## src/rtl/pa_spsram_128x32_ctrl_if.sv

```systemverilog
`default_nettype none
// ============================================================================
// Module   : pa_spsram_128x32_ctrl_if
// Brief    : Request/response channel between an LSU master and the
//            128x32 single-port SRAM access controller.
// Revision : 1.0 - initial release
// ============================================================================
interface pa_spsram_128x32_ctrl_if #(
    parameter int ADDR_WIDTH = 7,
    parameter int DATA_WIDTH = 32,
    parameter int BE_WIDTH   = 4
);
    logic                  req_vld;
    logic                  req_rdy;
    logic                  req_wr;
    logic [ADDR_WIDTH-1:0] req_addr;
    logic [DATA_WIDTH-1:0] req_wdata;
    logic [BE_WIDTH-1:0]   req_be;
    logic                  resp_vld;
    logic                  resp_rdy;
    logic [DATA_WIDTH-1:0] resp_rdata;

    modport master (
        output req_vld, req_wr, req_addr, req_wdata, req_be, resp_rdy,
        input  req_rdy, resp_vld, resp_rdata
    );

    modport slave (
        input  req_vld, req_wr, req_addr, req_wdata, req_be, resp_rdy,
        output req_rdy, resp_vld, resp_rdata
    );
endinterface
`default_nettype wire

```

## src/rtl/pa_spsram_128x32_ctrl.sv

```systemverilog
`default_nettype none
// ============================================================================
// Module   : pa_spsram_128x32_ctrl
// Brief    : Valid/ready access controller for the LSU 128x32 single-port
//            SRAM. Optional post-reset zero-fill: PA_SPSRAM_CTRL_INIT_EN.
// Revision : 1.0 - initial release
// ============================================================================
module pa_spsram_128x32_ctrl #(
    parameter int ADDR_WIDTH = 7,
    parameter int DATA_WIDTH = 32,
    parameter int BE_WIDTH   = 4
) (
    input  wire logic                  forever_cpuclk,
    input  wire logic                  cpurst,
    pa_spsram_128x32_ctrl_if.slave     bus,
    output logic                       init_done,
    output logic [ADDR_WIDTH-1:0]      sram_a,
    output logic                       sram_cen,
    output logic                       sram_gwen,
    output logic [DATA_WIDTH-1:0]      sram_wen,
    output logic [DATA_WIDTH-1:0]      sram_d,
    input  wire logic [DATA_WIDTH-1:0] sram_q
);

    logic                  w_init;
    logic [ADDR_WIDTH-1:0] w_init_addr;
    logic                  w_run;
    logic                  w_resp_pend;
    logic                  w_req_rdy;
    logic                  w_acc;
    logic [DATA_WIDTH-1:0] w_be_mask;

    logic                  r_rd_q_vld;
    logic                  r_hold_vld;
    logic [DATA_WIDTH-1:0] r_hold_data;

`ifdef PA_SPSRAM_CTRL_INIT_EN
    localparam logic [0:0] c_ST_INIT = 1'b0;
    localparam logic [0:0] c_ST_RUN  = 1'b1;

    logic [0:0]            r_state;
    logic [ADDR_WIDTH-1:0] r_init_cnt;

    // One zero-write per cycle; leave INIT after the last address is written.
    always_ff @(posedge forever_cpuclk) begin
        if (cpurst) begin
            r_state    <= c_ST_INIT;
            r_init_cnt <= '0;
        end else if (r_state == c_ST_INIT) begin
            r_init_cnt <= r_init_cnt + 1'b1;
            if (r_init_cnt == {ADDR_WIDTH{1'b1}}) begin
                r_state <= c_ST_RUN;
            end
        end
    end

    assign w_init      = (r_state == c_ST_INIT);
    assign w_init_addr = r_init_cnt;
`else
    assign w_init      = 1'b0;
    assign w_init_addr = '0;
`endif

    genvar gi;
    generate
        for (gi = 0; gi < BE_WIDTH; gi++) begin : g_be_mask
            assign w_be_mask[8*gi +: 8] = {8{bus.req_be[gi]}};
        end
    endgenerate

    // Outputs are held at their reset values for as long as cpurst is high.
    assign w_run       = ~cpurst & ~w_init;
    assign w_resp_pend = r_rd_q_vld | r_hold_vld;
    assign w_req_rdy   = w_run & (~w_resp_pend | bus.resp_rdy);
    assign w_acc       = bus.req_vld & w_req_rdy;

    assign bus.req_rdy    = w_req_rdy;
    assign bus.resp_vld   = w_run & w_resp_pend;
    assign bus.resp_rdata = r_hold_vld ? r_hold_data : sram_q;
    assign init_done      = w_run;

    always_comb begin
        sram_cen  = 1'b1;
        sram_gwen = 1'b1;
        sram_wen  = '1;
        sram_a    = '0;
        sram_d    = '0;
        if (w_init && !cpurst) begin
            sram_cen  = 1'b0;
            sram_gwen = 1'b0;
            sram_wen  = '0;
            sram_a    = w_init_addr;
        end else if (w_acc) begin
            sram_a = bus.req_addr;
            sram_d = bus.req_wdata;
            if (!bus.req_wr) begin
                sram_cen = 1'b0;
            end else if (|bus.req_be) begin
                // A fully masked write is accepted but never reaches the array.
                sram_cen  = 1'b0;
                sram_gwen = 1'b0;
                sram_wen  = ~w_be_mask;
            end
        end
    end

    // Q is only valid for one cycle, so capture it whenever it is not consumed.
    always_ff @(posedge forever_cpuclk) begin
        if (cpurst) begin
            r_rd_q_vld  <= 1'b0;
            r_hold_vld  <= 1'b0;
            r_hold_data <= '0;
        end else begin
            r_rd_q_vld <= w_acc & ~bus.req_wr;
            if (r_rd_q_vld && !bus.resp_rdy) begin
                r_hold_vld  <= 1'b1;
                r_hold_data <= sram_q;
            end else if (bus.resp_rdy) begin
                r_hold_vld <= 1'b0;
            end
        end
    end

endmodule
`default_nettype wire

```

## src/flat_wrapper.sv

```systemverilog
// flat-port wrapper written by rule: the top's interface ports become plain ports
module pa_spsram_128x32_ctrl_flat 
#(
    parameter int ADDR_WIDTH = 7,
    parameter int DATA_WIDTH = 32,
    parameter int BE_WIDTH   = 4
)
  (forever_cpuclk, cpurst, init_done, sram_a, sram_cen, sram_gwen, sram_wen, sram_d, sram_q, bus_req_vld, bus_req_wr, bus_req_addr, bus_req_wdata, bus_req_be, bus_resp_rdy, bus_req_rdy, bus_resp_vld, bus_resp_rdata);
  pa_spsram_128x32_ctrl_if #(.ADDR_WIDTH(ADDR_WIDTH), .DATA_WIDTH(DATA_WIDTH), .BE_WIDTH(BE_WIDTH)) bus_i ();
  input  wire logic forever_cpuclk;
  input  wire logic cpurst;
  output logic init_done;
  output logic [ADDR_WIDTH-1:0] sram_a;
  output logic sram_cen;
  output logic sram_gwen;
  output logic [DATA_WIDTH-1:0] sram_wen;
  output logic [DATA_WIDTH-1:0] sram_d;
  input  wire logic [DATA_WIDTH-1:0] sram_q;
  input wire logic [$bits(bus_i.req_vld)-1:0] bus_req_vld;
  input wire logic [$bits(bus_i.req_wr)-1:0] bus_req_wr;
  input wire logic [$bits(bus_i.req_addr)-1:0] bus_req_addr;
  input wire logic [$bits(bus_i.req_wdata)-1:0] bus_req_wdata;
  input wire logic [$bits(bus_i.req_be)-1:0] bus_req_be;
  input wire logic [$bits(bus_i.resp_rdy)-1:0] bus_resp_rdy;
  output wire logic [$bits(bus_i.req_rdy)-1:0] bus_req_rdy;
  output wire logic [$bits(bus_i.resp_vld)-1:0] bus_resp_vld;
  output wire logic [$bits(bus_i.resp_rdata)-1:0] bus_resp_rdata;
  assign bus_i.req_vld = bus_req_vld;
  assign bus_i.req_wr = bus_req_wr;
  assign bus_i.req_addr = bus_req_addr;
  assign bus_i.req_wdata = bus_req_wdata;
  assign bus_i.req_be = bus_req_be;
  assign bus_i.resp_rdy = bus_resp_rdy;
  assign bus_req_rdy = bus_i.req_rdy;
  assign bus_resp_vld = bus_i.resp_vld;
  assign bus_resp_rdata = bus_i.resp_rdata;
  pa_spsram_128x32_ctrl #(.ADDR_WIDTH(ADDR_WIDTH), .DATA_WIDTH(DATA_WIDTH), .BE_WIDTH(BE_WIDTH)) u_core (.forever_cpuclk(forever_cpuclk), .cpurst(cpurst), .bus(bus_i), .init_done(init_done), .sram_a(sram_a), .sram_cen(sram_cen), .sram_gwen(sram_gwen), .sram_wen(sram_wen), .sram_d(sram_d), .sram_q(sram_q));
endmodule
```

## config.mk

```make
export PLATFORM = sky130hd
export DESIGN_NAME = pa_spsram_128x32_ctrl_flat
export DESIGN_NICKNAME = d
export VERILOG_FILES = /design/src/rtl/pa_spsram_128x32_ctrl_if.sv /design/src/rtl/pa_spsram_128x32_ctrl.sv /design/src/flat_wrapper.sv
export SDC_FILE = /design/constraint.sdc
export NUM_CORES = 1
export LEC_CHECK = 0
export BUFFER_PORTS_ARGS = -buffer_cell sky130_fd_sc_hd__buf_2
export CELL_PAD_IN_SITES_DETAIL_PLACEMENT = 0
export CELL_PAD_IN_SITES_GLOBAL_PLACEMENT = 1
export CORE_ASPECT_RATIO = 1.1
export CORE_MARGIN = 2
export CORE_UTILIZATION = 22
export CTS_BUF_LIST = sky130_fd_sc_hd__clkbuf_8 sky130_fd_sc_hd__clkbuf_16
export DETAILED_ROUTE_END_ITERATION = 6
export PLACE_DENSITY_LB_ADDON = 0.1
export SLEW_MARGIN = 20
export SYNTH_ARGS = -nofsm -noshare
export SYNTH_HDL_FRONTEND = slang
export SYNTH_SLANG_ARGS = --single-unit
```

## constraint.sdc

```tcl
create_clock -name forever_cpuclk -period 1.4 [get_ports forever_cpuclk]
set_input_delay 0.07 -clock forever_cpuclk [delete_from_list [all_inputs] [get_ports forever_cpuclk]]
set_output_delay 0.07 -clock forever_cpuclk [all_outputs]
set_load 0.005 [all_outputs]
```

Yosys cells after proc, flatten, opt, wreduce, memory -nomap -nowiden
Index checks and enable logic that the tools add are counted.
- ROM bits: 0
- latch bits: 0
- logic and storage cells: 30
- input port bits: 80
- RAM bits: 0
- output and inout port bits: 108
- memories: 0
- bits in registers: 34
- shift operators: 0
- multiply operators: 0
- bitwise logic cells: 10
- div/mod/pow operators: 0
- order comparisons: 0
- equality and inequality tests: 0
- multiplexer cells: 13
- reductions and logical operators: 4
- add/subtract/negate cells: 0
- operator list (operator ; count):
    $mux W32 ; 5
    $not A32 Y32 ; 1
    $mux W1 ; 7
    $mux W7 ; 1
    $and A1 B1 Y1 ; 4
    $reduce_or A4 Y1 ; 1
    $not A1 Y1 ; 3
    $or A1 B1 Y1 ; 2
    $reduce_bool A2 Y1 ; 1
    $logic_and A1 B1 Y1 ; 1
    $logic_not A1 Y1 ; 1

Longest topological paths before layout
Gate-level depths: netlist (run 1).
- word-level depth: 6
- gate-level depth with buffers: 5
- depth with buffers taken out: 3

Least setup slack after synthesis (run 1)
No wires, ideal clock.
- path kind: reg2out
- start: register u_core.r_hold_vld
- end: output port sram_wen[10]
- arrival: 1406 ps
- stages on the path, launching flop included: 6
- path slack: -76 ps
- required time: 1330 ps
- path buffers: 2
- cells stage by stage: dfxtp_1 -> buf_6 -> o21ba_4 -> nor3_1 -> nand2_1 -> buf_4
- word-level cells in the longest chain between the ends: 6
- ends and longest elaborated chain (element ; RTL line ; source):
    from (decl) ; pa_spsram_128x32_ctrl.sv:34 ; logic r_hold_vld;
    from (signal assigned) ; pa_spsram_128x32_ctrl.sv:111 ; r_hold_vld <= 1'b0;
    from (signal assigned) ; pa_spsram_128x32_ctrl.sv:116 ; r_hold_vld <= 1'b1;
    from (signal assigned) ; pa_spsram_128x32_ctrl.sv:119 ; r_hold_vld <= 1'b0;
    $or A1 B1 Y1 ; pa_spsram_128x32_ctrl.sv:73 ; assign w_resp_pend = r_rd_q_vld | r_hold_vld;
    $not A1 Y1 ; pa_spsram_128x32_ctrl.sv:74 ; assign w_req_rdy = w_run & (~w_resp_pend | bus.resp_rdy);
    $or A1 B1 Y1 ; pa_spsram_128x32_ctrl.sv:74 ;
    $and A1 B1 Y1 ; pa_spsram_128x32_ctrl.sv:74 ;
    $and A1 B1 Y1 ; pa_spsram_128x32_ctrl.sv:75 ; assign w_acc = bus.req_vld & w_req_rdy;
    $mux W32 ; pa_spsram_128x32_ctrl.sv:93 ; end else if (w_acc) begin
    to (decl) ; flat_wrapper.sv:16 ; output logic [DATA_WIDTH-1:0] sram_wen;
No other way between the ends.

Worst setup path after layout (run 1)
- start: register u_core.r_hold_vld
- end: output port bus_resp_rdata[11]
- word-level cells in the longest chain between the ends: 1
- ends and longest elaborated chain (element ; RTL line ; source):
    $mux W32 ; pa_spsram_128x32_ctrl.sv:79 ; assign bus.resp_rdata = r_hold_vld ? r_hold_data : sram_q;
    to (decl) ; flat_wrapper.sv:27 ; output wire logic [$bits(bus_i.resp_rdata)-1:0] bus_resp_rdata;
No other way between the ends.

==> impl_metrics.csv, run 1 <==
group,metric,value,unit
pwr,power_frac_comb,22.1,%
global_routing,track_usage,13.02,%
clock_tree,cts_tree,"done",
timing,finClkSkew,8.490,ps
floorplan,io_pins,188,
synth,synth_warnings,0,
timing,whs,22.80,ps
timing,fin_crit_sh,113.2,%
floorplan,die_w,97.26,um
layout,regArea,683.2,um^2
setup_path,crit_required,1330,ps
floorplan,core_area,9351,um^2
clock_tree,cts_num_sinks,34,
setup_path,critPathKind,"register to output pin",
hold_path,worst_hold_path_type,"primary input to register",
setup_path,crit_path_start,"u_core.r_hold_vld",
setup_path,crit_fanout,8,
layout,num-fill-cells,1022,
floorplan,fp.dieH,106.6,um
timing,tightest_slew,324.1,ps
timing,fin_ws,-184.9,ps
synth,synth_seq_area_share,32.34,%
synth,synth_area,2105,um^2
setup_path,crit_path_max_incr_delay,330,ps
floorplan,fp.dieArea,10370,um^2
setup_path,ff2ff_setup_slack,240,ps
setup_path,worstReg2RegEnd,"u_core.r_rd_q_vld",
placed_design,gp_congestion,0.8400,
pwr,power_switching,601.6,uW
layout,final_cells,549,
synth,synth-seq-cells,34,
layout,final_nets,511,
setup_path,critPathCapture,"bus_resp_rdata[11]",
layout,drive_gt1_share,58.10,%
placed_design,port_buffers,187,
synth,postSynthCellCount,268,
layout,areaGrowthSynthToFinish,58.26,%
timing,hold_viol_final,0,
setup_path,path_buf_inv,3,
detailed_routing,wl,7.065,mm
pwr,clockPowerShare,36.5,%
setup_path,slowest_stage,"dfxtp_2",
detailed_routing,remaining_drc_errors,0,
timing,slew_violations,0,
placed_design,hpwl,5.327,mm
detailed_routing,ant_nets,0,
timing,period_minus_slack,1585,ps
clock_tree,cts_htree_levels,2,
pwr,swShare,24.92,%
clock_tree,clkTransAtPathRegs,80,ps
pwr,vdd_drop_max,0.0003954,V
global_routing,grt_remaining_overflow,0,
clock_tree,clk_latency,280,ps
layout,post-route-util,35.62,%
detailed_routing,drt_iter0_markers,47,
setup_path,cp_top_family,"buffers and inverters",
layout,diodes,0,
setup_path,critPathArrivalTime,1510,ps
timing,fmax,631.0,MHz
clock_tree,clockRootBuffer,"clkbuf_8",
timing,rsz0062_at_grt,"yes",
synth,syn-num-nets,348,
floorplan,start_util,22.50,%
placed_design,dp.cells,535,
floorplan,rows,37,
global_routing,antenna_found_initial,0,
placed_design,dpl_worst_slack,80.62,ps
pwr,p_int,1.812,mW
setup_path,r2r_cells,4,
setup_path,path_depth,4,
outcome,status,"finished with violations",
layout,multi_input_area,1170,um^2
setup_path,rr_startpoint,"u_core.r_hold_vld",
timing,tns,-10030,ps
pwr,power.density,724.7,nW/um^2
timing,setup_viol,106,
global_routing,grt_max_degree,42,
timing,slew_headroom,78.19,%
detailed_routing,first_pass_iters,4,
global_routing,grt_first_pass_wirelength,10.80,mm
synth,ys_types,19,
detailed_routing,routed-via-count,2271,
detailed_routing,vias_per_cell,4.137,
job,maxCapViolCount,0,
setup_path,worst_setup_path_end_kind,"output pin",
setup_path,crit_chain,"buf_4, bufbuf_16, mux2_2, buf_2",
pwr,p_leak,1.584,nW
setup_path,start_kind,"register",
clock_tree,cts_made_buffers,5,
pwr,p_seq_share,41.3,%
clock_tree,clock_tree.buffer_depth,2,
outcome,violations,"negative setup slack",
detailed_routing,wire_per_inst,12.87,um
synth,postSynthAreaPerCell,7.853,um^2
global_routing,grt_pass1_vias,2178,
power by group through the flow:
stage / sequential (mW) / clock [mW] / combinational, mW
after floorplan: 1.02 / 0 / 0.237
after global placement: 1.02 / 0 / 0.505
after detailed placement: 1.02 / 0 / 0.500
after CTS: 0.997 / 0.928 / 0.544
after global routing: 1.00 / 0.974 / 0.591
final: 0.998 / 0.882 / 0.534
timing repair:
item,in CTS,in global routing
hold buffers,2,0
endpoints found under the setup margin,105,106
pin swaps,3,0
buffers inserted,2,0
resized for setup,24,4
cloned,2,0
endpoints found under the hold margin,2,0
area by class of cell:
cell class | instances | share of cell area (%)
timing repair buffer | 203 | 36.66
clock buffer | 5 | 2.066
tap | 117 | 4.395
multi-input combinational | 186 | 35.12
sequential | 34 | 20.51
inverter | 1 | 0.1127
clock inverter | 3 | 1.127
tightest hold or removal path: cells and delay by family:
kind | cells | cell delay [ps]
buffers and inverters | 1 | 100
AOI/OAI and AO/OA | 1 | 50
and+or+nand+nor | 1 | 50
layer usage:
metal / GRT usage [%] / up-vias / share of wire, %
met4: 3.571 / 0 / 1.1
li1: - / 1161 / -
met2: 24.06 / 112 / 51
met5: 0 / - / 0
met1: 14.36 / 992 / 39
met3: 4.172 / 6 / 9.2
cells in the mapped netlist:
| cell | number | area share, % |
|---|---|---|
| a21oi_1 | 32 | 7.6 |
| and2_1 | 39 | 12 |
| buf_1 | 4 | 0.71 |
| buf_2 | 6 | 1.4 |
| buf_4 | 28 | 10 |
| buf_6 | 1 | 0.54 |
| clkbuf_1 | 4 | 0.71 |
| clkbuf_2 | 4 | 0.95 |
| dfxtp_1 | 34 | 32 |
| inv_1 | 1 | 0.18 |
| mux2_2 | 32 | 17 |
| nand2_1 | 71 | 13 |
| nand2b_1 | 2 | 0.59 |
| nor2_1 | 3 | 0.54 |
| nor2b_1 | 2 | 0.59 |
| nor3_1 | 2 | 0.48 |
| nor3b_4 | 1 | 0.89 |
| nor4_1 | 1 | 0.30 |
| o21ba_4 | 1 | 0.77 |
cell usage in the layout, fill, tap and decap left out:
cell / n
a21oi_1: 32
and2_1: 38
and2_4: 1
buf_12: 4
buf_2: 178
buf_4: 7
buf_6: 10
bufbuf_16: 2
bufinv_16: 1
clkbuf_8: 5
dfxtp_1: 32
dfxtp_2: 2
dlygate4sd3_1: 2
inv_1: 3
mux2_2: 32
nand2_1: 67
nand2_4: 3
nand2_8: 1
nand2b_1: 2
nor2_1: 2
nor2_2: 1
nor2b_1: 1
nor2b_2: 1
nor3_1: 1
nor3_2: 1
nor3b_4: 1
nor4_1: 1
o21ba_4: 1
kinds of logic after synthesis:
family	after synthesis	share of synthesized area, %
compound gates	33	8.383
buf+inv	48	14.51
flops	34	32.34
mux	32	17.12
simple gates	121	27.65
sequential cells by signal, summed over array words and instances (netlist names):
signal,cells
u_core.r_rd_q_vld,1
u_core.r_hold_data,32
u_core.r_hold_vld,1
worst min-delay path by stage:
stage               start                     end  slack (ps)  cells after the start
6_report       sram_q[18]  u_core.r_hold_data[18]          20                      3
5_1_grt         sram_q[4]   u_core.r_hold_data[4]          20                      3
4_1_cts        sram_q[18]  u_core.r_hold_data[18]          20                      3
3_5_place_dp   bus_req_wr       u_core.r_rd_q_vld         280                      2
3_3_place_gp   bus_req_wr       u_core.r_rd_q_vld         280                      2
2_1_floorplan  bus_req_wr       u_core.r_rd_q_vld         140                      1
stage by stage:
step / cell area (um^2) / power (mW)
floorplan: 2110 / 1.254
global placement: 2994 / 1.524
detailed placement: 2994 / 1.520
CTS: 3314 / 2.468
global route: 3331 / 2.565
finish: 3331 / 2.414
Note: power is estimated with default switching activity, not from simulation.
==> run 2: changes to the inputs <==
--- a/config.mk
+++ b/config.mk
@@ -8,12 +8,13 @@
 export BUFFER_PORTS_ARGS = -buffer_cell sky130_fd_sc_hd__buf_2
 export CELL_PAD_IN_SITES_DETAIL_PLACEMENT = 0
 export CELL_PAD_IN_SITES_GLOBAL_PLACEMENT = 1
-export CORE_ASPECT_RATIO = 1.1
+export CORE_ASPECT_RATIO = 0.6
 export CORE_MARGIN = 2
 export CORE_UTILIZATION = 22
 export CTS_BUF_LIST = sky130_fd_sc_hd__clkbuf_8 sky130_fd_sc_hd__clkbuf_16
 export DETAILED_ROUTE_END_ITERATION = 6
 export PLACE_DENSITY_LB_ADDON = 0.1
+export SETUP_SLACK_MARGIN = 0.15
 export SLEW_MARGIN = 20
 export SYNTH_ARGS = -nofsm -noshare
 export SYNTH_HDL_FRONTEND = slang
==> impl_metrics.csv, run 2 (synthesis gave the netlist of run 1 again) <==
group,metric,value,unit
outcome,status,"finished with violations",
outcome,violations,"negative hold slack, negative setup slack",
layout,finalInstanceArea,3546,um^2
timing,slew_violations,0,
layout,diodes,0,
hold_path,worst_hold_path_type,"primary input to register",
clock_tree,clk_latency,270,ps
timing,fin_ws,-196.5,ps
setup_path,critPathArrivalTime,1530,ps
global_routing,grt_max_degree,42,
global_routing,use_met2,23.19,%
setup_path,crit_fanout,10,
clock_tree,clock_tree.buffer_depth,2,
placed_design,port_buffers,187,
timing,fmax,626.4,MHz
clock_tree,hold_buffers,0,
floorplan,core_area,9223,um^2
detailed_routing,first_pass_iters,4,
clock_tree,clockRootBuffer,"clkbuf_16",
setup_path,crit_path_start,"u_core.r_hold_vld",
setup_path,crit_required,1330,ps
detailed_routing,vias_per_cell,4.057,
setup_path,cpMostUsedCell,"buf_6",
setup_path,crit_path_max_incr_delay,320,ps
clock_tree,clkTransAtPathRegs,50,ps
floorplan,fp.dieArea,10390,um^2
clock_tree,cts_num_sinks,34,
setup_path,critPathKind,"register to output pin",
layout,drive_gt1_share,58.60,%
global_routing,grt_pass1_vias,2159,
layout,largestRegisters,"u_core.r_hold_data x32, u_core.r_hold_vld x1, u_core.r_rd_q_vld x1",
layout,final_common_cell,"buf_2",
detailed_routing,ant_nets,0,
layout,final_cell_mix,"buf_2, nand2_1, and2_1, buf_6",
timing,setup_viol,97,
placed_design,gp_congestion,0.7046,
timing,period_minus_slack,1596,ps
clock_tree,cts_made_buffers,5,
detailed_routing,remaining_drc_errors,0,
global_routing,use_met1,16.31,%
timing,hold_viol_final,1,
setup_path,crit_chain,"o21ba_4, nor3b_4, buf_6, buf_6, and2_1, buf_2",
floorplan,die_w,130.3,um
global_routing,antenna_found_initial,0,
hold_path,holdCritStartpoint,"bus_req_wr",
layout,final_nets,510,
floorplan,fp.dieH,79.76,um
placed_design,placed_area,3007,um^2
layout,largest_register_ffs,32,
layout,largest-register,"u_core.r_hold_data",
global_routing,grt_first_pass_wirelength,10.78,mm
setup_path,start_kind,"register",
setup_path,path_buf_inv,3,
floorplan,start_util,22.82,%
global_routing,grt_remaining_overflow,0,
detailed_routing,wire_per_inst,13.14,um
setup_path,cp_top_family,"buffers and inverters",
setup_path,worst_setup_path_end_kind,"output pin",
timing,fin_crit_sh,114.0,%
global_routing,grt.busiest_layer,"met2",
pwr,vdd_drop_max,0.0004520,V
floorplan,rows,27,
timing,tightest_slew,354.4,ps
detailed_routing,drt_iter0_markers,63,
clock_tree,cts_tree,"done",
pwr,p_leak,1.660,nW
global_routing,use_met3,3.686,%
placed_design,hpwl,5.312,mm
detailed_routing,wl,7.357,mm
detailed_routing,routed-via-count,2272,
setup_path,slowest_stage,"dfxtp_2",
timing,whs,-4.767,ps
timing,rsz0062_at_grt,"yes",
setup_path,rr_startpoint,"u_core.r_hold_vld",
pwr,power.density,802.1,nW/um^2
clock_tree,cts_htree_levels,2,
timing,slew_headroom,76.15,%
layout,areaGrowthSynthToFinish,68.49,%
job,maxCapViolCount,0,
global_routing,track_usage,13.29,%
floorplan,io_pins,188,
timing,finClkSkew,6.203,ps
## run 2: cell types whose count changed in the layout (fill, tap and decap cells not counted), moves of 3 or more
cell and delta:
nand2_4 -3, nand2_8 +3, buf_2 -24, buf_6 +25, clkbuf_8 -4, clkbuf_16 +7
## run 2: layout make-up
type | count | area [um^2]
Inverter | 1 | 3.754
Fill cell | 942 | 5677
Sequential cell | 34 | 683.2
Multi-Input combinational cell | 186 | 1205
Timing Repair Buffer | 202 | 1323
Clock inverter | 1 | 30.03
Clock buffer | 6 | 138.9
Tap cell | 130 | 162.7
## run 2: what timing repair did
action                     CTS  global route
setup buffers                1             2
setup endpoints to repair  106           108
cloned                       0             3
pin swaps                    3             3
resized for setup           42             5
## run 2: where the power goes
part	switching, mW	internal, mW	total, mW
clock network	0.386	0.877	1.26
registers	0.0103	0.990	1.00
logic	0.250	0.332	0.581
total	0.646	2.20	2.84
## run 2: final timing paths
check	slack [ps]	cells past startpoint	end
setup / recovery	-200	6	sram_d[25]
hold / removal	-5	2	u_core.r_rd_q_vld
setup reg to reg	160	5	u_core.r_rd_q_vld
hold reg to reg	450	2	u_core.r_hold_data[4]
## run 2: routing by layer
metal,up-vias,part of all wire (%)
met3,6,7.3
met5,-,0
met1,1013,43
li1,1162,-
met4,0,0.86
met2,91,48
## run 2: metrics by stage
step | setup WS (ps) | setup TNS (ps) | total power, mW | utilization, % | instances
finish | -196.5 | -13850 | 2.844 | 38.45 | 560
global route | -270.1 | -21450 | 2.994 | 38.45 | 560
CTS | -193.7 | -10740 | 2.863 | 37.36 | 555
detailed placement | 104.2 | 0 | 1.522 | 32.60 | 547
global placement | 114.7 | 0 | 1.523 | 32.60 | 547
floorplan | 151.4 | 0 | 1.257 | - | 268
